**config.mk**
```make
export PLATFORM = sky130hd
export DESIGN_NAME = ext_unit
export DESIGN_NICKNAME = d
export VERILOG_FILES = /design/src/rtl/ext_unit.sv
export SDC_FILE = /design/constraint.sdc
export NUM_CORES = 1
export LEC_CHECK = 0
export CAP_MARGIN = 40
export CORE_UTILIZATION = 45
export CTS_CLUSTER_DIAMETER = 50
export DETAILED_ROUTE_END_ITERATION = 16
export PLACE_DENSITY = 0.74
export SETUP_SLACK_MARGIN = 0.1
export SLEW_MARGIN = 0
export SYNTH_ARGS = -nofsm -noshare
export SYNTH_HDL_FRONTEND = slang
export SYNTH_SLANG_ARGS = --single-unit
```
**constraint.sdc**
```tcl
create_clock -name clk -period 1.36 [get_ports clk]
set_input_delay 0.136 -clock clk [delete_from_list [all_inputs] [get_ports clk]]
set_output_delay 0.136 -clock clk [all_outputs]
set_load 0.03 [all_outputs]
```
**src/rtl/ext_unit.sv**
```systemverilog
// LC-3b immediate extension unit: sign/zero extend with optional LSHF1,
// results buffered in order through a small valid/ready FIFO.
module ext_unit #(
  parameter int IN_WIDTH  = 11,
  parameter int OUT_WIDTH = 16,
  parameter int DEPTH     = 2
) (
  input  logic                       clk,
  input  logic                       rst_n,
  input  logic                       in_valid,
  output logic                       in_ready,
  input  logic [IN_WIDTH-1:0]        in_data,
  input  logic [2:0]                 in_sel,
  input  logic                       in_zext,
  input  logic                       in_lshf1,
  output logic                       out_valid,
  input  logic                       out_ready,
  output logic [OUT_WIDTH-1:0]       out_data,
  output logic                       out_err,
  output logic [$clog2(DEPTH+1)-1:0] count
);

  localparam int PW = (DEPTH > 1) ? $clog2(DEPTH) : 1;
  localparam int CW = $clog2(DEPTH + 1);

  logic [OUT_WIDTH-1:0] data_q [DEPTH];
  logic [OUT_WIDTH-1:0] data_d [DEPTH];
  logic [DEPTH-1:0]     err_q, err_d;
  logic [PW-1:0]        wptr_q, wptr_d;
  logic [PW-1:0]        rptr_q, rptr_d;
  logic [CW-1:0]        count_q, count_d;

  logic [OUT_WIDTH-1:0] ext;
  logic [OUT_WIDTH-1:0] res;
  logic                 bad;
  logic                 push, pop;

  assign in_ready  = (count_q < CW'(DEPTH));
  assign out_valid = (count_q != '0);
  assign out_data  = data_q[rptr_q];
  assign out_err   = err_q[rptr_q];
  assign count     = count_q;

  assign push = in_valid & in_ready;
  assign pop  = out_valid & out_ready;

  always_comb begin
    ext = '0;
    bad = 1'b0;
    case (in_sel)
      3'd0: ext = {{(OUT_WIDTH-5){~in_zext & in_data[4]}},
                   in_data[4:0]};
      3'd1: ext = {{(OUT_WIDTH-6){~in_zext & in_data[5]}},
                   in_data[5:0]};
      3'd2: ext = {{(OUT_WIDTH-8){~in_zext & in_data[7]}},
                   in_data[7:0]};
      3'd3: ext = {{(OUT_WIDTH-9){~in_zext & in_data[8]}},
                   in_data[8:0]};
      3'd4: ext = {{(OUT_WIDTH-11){~in_zext & in_data[10]}},
                   in_data[10:0]};
      default: bad = 1'b1;
    endcase
    res = in_lshf1 ? {ext[OUT_WIDTH-2:0], 1'b0} : ext;
  end

  always_comb begin
    data_d  = data_q;
    err_d   = err_q;
    wptr_d  = wptr_q;
    rptr_d  = rptr_q;
    count_d = count_q;
    if (push) begin
      data_d[wptr_q] = res;
      err_d[wptr_q]  = bad;
      wptr_d = (wptr_q == PW'(DEPTH-1)) ? '0 : wptr_q + 1'b1;
    end
    if (pop) begin
      rptr_d = (rptr_q == PW'(DEPTH-1)) ? '0 : rptr_q + 1'b1;
    end
    case ({push, pop})
      2'b10:   count_d = count_q + 1'b1;
      2'b01:   count_d = count_q - 1'b1;
      default: count_d = count_q;
    endcase
  end

  always_ff @(posedge clk or negedge rst_n) begin
    if (!rst_n) begin
      for (int i = 0; i < DEPTH; i++) data_q[i] <= '0;
      err_q   <= '0;
      wptr_q  <= '0;
      rptr_q  <= '0;
      count_q <= '0;
    end else begin
      data_q  <= data_d;
      err_q   <= err_d;
      wptr_q  <= wptr_d;
      rptr_q  <= rptr_d;
      count_q <= count_d;
    end
  end

endmodule

```
After elaboration in Yosys (flattened, before gate mapping)
Cells that the tools add are included.
{"block": "totals", "out_inout_bits": 21, "regBits": 38}
{"block": "op_classes", "n_eq_ne": 6, "add_sub_neg": 4, "n_mux": 17, "bitwise_logic": 10, "order_cmp": 7, "reduce_logical": 6}
{"op": "$mux 16", "count": 5}
{"op": "$pmux 16 s5", "count": 1}
{"op": "$bwmux 32", "count": 1}
{"op": "$demux 16 s1", "count": 1}
{"op": "$and 1x1->1", "count": 7}
{"op": "$eq 3x2->1 const B", "count": 2}
{"op": "$mux 1", "count": 6}
{"op": "$reduce_or 5->1", "count": 1}
{"op": "$ge 2x2->1 const B", "count": 2}
{"op": "$lt 1x2->1 const B", "count": 2}
{"op": "$not 1->2", "count": 2}
{"op": "$pmux 2 s2", "count": 1}
{"op": "$reduce_bool 2->1", "count": 2}
{"op": "$eq 3x1->1 const B", "count": 1}
{"op": "$eq 3x3->1 const B", "count": 1}
{"op": "$logic_not 3->1", "count": 1}
{"op": "$add 1x1->1 const B", "count": 2}
{"op": "$add 2x1->2 const B", "count": 1}
{"op": "$bwmux 2", "count": 1}
{"op": "$eq 2x1->1 const B", "count": 1}
{"op": "$eq 2x2->1 const B", "count": 1}
{"op": "$logic_and 1x1->1", "count": 2}
{"op": "$lt 2x1->1 const B", "count": 1}
{"op": "$lt 2x2->1 const B", "count": 1}
{"op": "4 further kinds", "count": 4}

Logic depth before layout (Yosys ltp)
{"block": "depth", "ltp_word": 6, "mapped_depth": 6, "depth_no_buf": 6}

Worst setup path before layout
OpenSTA, ideal clock, no wires.
{"block": "synth_path", "path_kind": "register -> register", "startpoint": "register count_q[0], in the netlist count[0]", "endpoint": "register count_q[1], in the netlist count[1]", "path_buffers": 0, "path_stages_with_launch": 6, "required_time_ns": 1.227, "period_less_slack_ns": 1.762, "t_arrival_ns": 1.630, "setup_time_ns": 0.133, "slack_ns": -0.402, "cell_sequence": "dfrtp_1 > or2_2 > and2_1 > ha_1 > nor2_1 > xnor2_1"}
{"block": "synth_via", "elab_chain_len": 4, "word_cells_on_any_way": 10}
{"item": "start, declared", "line_no": "31", "source": "logic [CW-1:0] count_q, count_d;"}
{"item": "start signal, assigned", "line_no": "99", "source": "count_q <= count_d;"}
{"item": "$reduce_bool 2->1 (*)", "line_no": "39", "source": "assign out_valid = (count_q != '0);"}
{"item": "named net out_valid", "line_no": "16", "source": "output logic out_valid,"}
{"item": "$and 1x1->1 (*)", "line_no": "45", "source": "assign pop = out_valid & out_ready;"}
{"item": "named net pop", "line_no": "36", "source": "logic push, pop;"}
{"item": "$eq 2x1->1 or $eq 2x2->1 (tied branches)", "line_no": "80", "source": "case ({push, pop})"}
{"item": "$pmux 2 s2 or $reduce_bool 2->1 (tied branches)"}
The timed path passes the listed nets; every way through them passes the cells marked *.
A chain may end at the register's enable or synchronous reset.

Worst setup path in the final report
{"block": "layout_path", "startpoint": "register rptr_q", "endpoint": "output out_data[13]"}
{"block": "layout_via", "elab_chain_len": 4}
{"item": "start, declared", "line_no": "30", "source": "logic [PW-1:0] rptr_q, rptr_d;"}
{"item": "start signal, assigned", "line_no": "98", "source": "rptr_q <= rptr_d;"}
{"item": "$not 1->2 (not written as such)", "line_no": "40", "source": "assign out_data = data_q[rptr_q];"}
{"item": "$mux 16 (not written as such) (3 in series)", "line_no": "40"}
{"item": "end, declared", "line_no": "18", "source": "output logic [OUT_WIDTH-1:0] out_data,"}
No other way between the ends. The select of a mux whose other input is x is not followed.

==> out/results.md <==
| Metric | Value |
|---|---|
| Rel. slew slack | 0.8303 |
| HPWL reported at the end of detailed placement | 2794 µm |
| Net count after synthesis | 213 |
| Setup crit end kind | output pin |
| Required time of the critical path | 1.22 ns |
| Largest clock skew in the final design | 0.007307 ns |
| Min setup slack post-route | -0.09901 ns |
| Y dimension of the die | 65.80 µm |
| Distinct cells, synth | 43 |
| Cell row count | 22 |
| Buf+Inv Stages, Crit Path | 2 |
| Worst Tran Pin Value | 0.2496 ns |
| Number of nets with antenna violations after routing | 0 |
| Clock transition at the registers of the reported paths | 0.07 ns |
| Routed vias | 1649 |
| HP Class | input port to asynchronous set/reset pin |
| Most instantiated flip-flop cell in the synthesis netlist | sky130_fd_sc_hd__dfrtp_1 |
| Final standard cell area without fillers | 2775 µm² |
| Worst reg-to-reg path cell count | 6 |
| Violation count after the first detailed-route iteration | 66 |
| Critical R2R Capture | count[1]$_DFFE_PN0P_ |
| Final count of negative-setup-slack endpoints | 18 |
| Cells after Synth | 192 |
| Clock buffer count from CTS | 5 |
| Average cell area after synthesis | 9.540 µm² |
| Worst supply voltage drop on vdd | 1541 µV |
| Fin crit share | 1.073 |
| Die outline width | 65.80 µm |
| Status | finished, violations left |
| Crit path time final | 1.459 ns |
| Area of the placeable core | 3771 µm² |
| Proportion of synthesized flip-flops having asynchronous set or reset | 1.000 |
| Crit-path max cell delay | 0.40 ns |
| Final global-route overflow total | 0 |
| Final Hold Slack | 0.2179 ns |
| Cell leakage power | 1.267 nW |
| Combined global-route utilization of all metal layers | 0.2307 |
| Achievable clock frequency | 685.4 MHz |
| Number of stages on the worst setup path | 3 |
| Area after DPL | 2444 µm² |
| CTS tree | yes |
| Total power per unit cell area | 2267 nW/µm² |
| Syn Std Cell Area | 1832 µm² |
| Area occupied by multi-input gates | 1084 µm² |
| Total wirelength of the detailed-routed design | 4745 µm |
| Cell at the slowest stage of the critical path | sky130_fd_sc_hd__dfrtp_1 |
| Number of hold violations in the final report | 0 |
| Vias per std cell | 5.371 |
| M1 wire length | 2098 µm |
| Filler cells | 277 |
| Post-synthesis sequential area ratio | 0.4372 |
| Post-route setup TNS | -1.487 ns |
| Final GP Congestion | 0.8243 |
| R2r startpoint | count[0]$_DFFE_PN0P_ |
| Worst setup SP type | flop |
| Full die area | 4330 µm² |
| Total Nets Final | 279 |
| Total count of max-transition violations in the final report | 0 |
| Chain of cells forming the critical path | buf_6 -> mux2_4 -> buf_6 |
| Clock buffer depth | 2 |
| DR WL met3 | 240 µm |
| First-pass GRT wire length | 7307 µm |
| Total of max-cap violations | 0 |
| Highest layer used for signal routing | met4 |
| Maximum number of pins on one net before global-route repair | 33 |
| Failing checks | negative setup slack |
| Vias in the first global route | 1546 |
| Share of cells above drive strength 1 | 0.4402 |
| Iteration count of the initial detailed-routing pass | 4 |
| Path type of the worst setup path | flop to output pin |
| CP most frequent cell | sky130_fd_sc_hd__buf_6 |
| Warnings from Yosys | 0 |
| Flip-flop and latch count after synthesis | 32 |
| Residual DRC | 0 |
| CP Max Fanout | 7 |
| Boundary pin count | 41 |
| Initial Utilization | 0.4857 |
| Unrepaired setup endpoints after global routing | true |
| Area Growth Syn to Fin | 51.50% |
| Number of diodes added for antenna fixing | 0 |
| Number of antenna violations at the first check in global routing | 0 |
| Register area | 804.5 µm² |
| Routed wirelength normalized by instance count | 15.46 µm |
| Count of port buffers added during placement | 40 |
| Commonest cells after routing, fill and taps aside | 29 x sky130_fd_sc_hd__nand2_1, 29 x sky130_fd_sc_hd__buf_6, 29 x sky130_fd_sc_hd__dfrtp_1 |
| Count of clock tree sinks | 32 |
| Top cell family by delay on the critical path | flip-flops |
| Flop-to-flop setup slack | -0.02 ns |
| Number of synthesized flops with an enable pin | 0 |
| Clock root cell | sky130_fd_sc_hd__clkbuf_8 |
| Total met2 wirelength after detailed routing | 2343 µm |
| Clock Latency Late Sink | 0.29 ns |
| H-tree depth | 2 |
| Data arrival at the endpoint of the critical path | 1.32 ns |
## state kept, by name, summed over array words and instances (netlist names)
name	count
err_q	2
rptr_q	1
count	2
wptr_q	1
data_q	26
## worst max path at each step
stage	slack, ns	to	from
final	-0.1	out_data[13]	rptr_q$_DFFE_PN0P_
after global routing	-0.14	out_data[10]	rptr_q$_DFFE_PN0P_
after CTS	-0.11	out_data[13]	rptr_q$_DFFE_PN0P_
after detailed placement	-0.37	data_q[26]$_DFFE_PN0P_	in_sel[0]
after global placement	-0.34	data_q[6]$_DFFE_PN0P_	in_sel[1]
after floorplan	-0.17	count[1]$_DFFE_PN0P_	count[1]$_DFFE_PN0P_
## area by class of cell
cell class | count | area share
sequential | 32 | 0.2899
inverter | 2 | 0.002705
multi-input combinational | 145 | 0.3904
clock inverter | 2 | 0.003607
timing repair buffer | 72 | 0.2619
tap | 48 | 0.02164
clock buffer | 6 | 0.02976
## repair_timing
item / CTS / global route
gates resized for setup: 164 / 28
hold buffers: 0 / 0
gates cloned: 3 / 3
pin swaps: 9 / 10
setup buffers: 1 / 3
setup endpoints to repair: 49 / 41
## stage by stage
stage	setup slack (ns)	power (mW)	utilization	cells
3_5_place_dp	-0.3664	4.837	0.6480	289
4_1_cts	-0.1055	5.998	0.7044	301
6_report	-0.09901	6.290	0.7359	307
2_1_floorplan	-0.1747	3.846	-	192
3_3_place_gp	-0.3440	4.799	0.6480	289
5_1_grt	-0.1419	6.667	0.7359	307
## logic make-up after synthesis
group / Yosys count / synth area share
compound gates: 47 / 0.1503
xor+xnor: 4 / 0.01913
fa+ha+maj: 1 / 0.006830
buf+inv: 18 / 0.05737
flops: 32 / 0.4372
mux: 24 / 0.1475
simple gates: 66 / 0.1817
## worst reg2reg max path: cells and delay by family, from the launching register on
| kind | cells | cell delay [ns] |
|---|---|---|
| xor gates and xnor gates | 2 | 0.24 |
| DFF | 1 | 0.40 |
| and+or+nand+nor | 3 | 0.50 |
| adders and majority gates | 1 | 0.16 |
## metal layers
metal  track usage  up-vias
met2        0.3750       56
met5             0        -
met1        0.2986      782
met4       0.07065        0
met3       0.06034        7
li1              -      804
## power by group
| part | total (mW) | leakage [nW] | internal (mW) | switching (mW) |
|---|---|---|---|---|
| logic | 3.85 | 0.811 | 1.95 | 1.90 |
| registers | 1.69 | 0.405 | 1.40 | 0.281 |
| clock network | 0.752 | 0.0510 | 0.403 | 0.349 |
## cells in the mapped netlist (2+ instances only)
cell type	number	area, µm²
sky130_fd_sc_hd__or2_2	2	12.51
sky130_fd_sc_hd__o22ai_1	2	12.51
sky130_fd_sc_hd__buf_4	4	30.03
sky130_fd_sc_hd__buf_2	5	25.02
sky130_fd_sc_hd__clkbuf_1	4	15.01
sky130_fd_sc_hd__o21ai_0	22	110.1
sky130_fd_sc_hd__mux2_2	21	236.5
sky130_fd_sc_hd__nand3_1	2	10.01
sky130_fd_sc_hd__o211ai_1	2	15.01
sky130_fd_sc_hd__a21oi_1	8	40.04
sky130_fd_sc_hd__and3_1	2	12.51
sky130_fd_sc_hd__o21ai_1	7	35.03
sky130_fd_sc_hd__or3b_1	2	17.52
sky130_fd_sc_hd__xnor2_1	3	26.28
sky130_fd_sc_hd__inv_1	2	7.510
sky130_fd_sc_hd__dfrtp_1	32	800.8
sky130_fd_sc_hd__nor3_1	5	25.02
sky130_fd_sc_hd__nand2_1	32	120.1
sky130_fd_sc_hd__buf_6	2	22.52
sky130_fd_sc_hd__nor2_1	9	33.78
sky130_fd_sc_hd__mux2i_1	2	20.02
No activity file was read; power rests on OpenSTA's default activity.
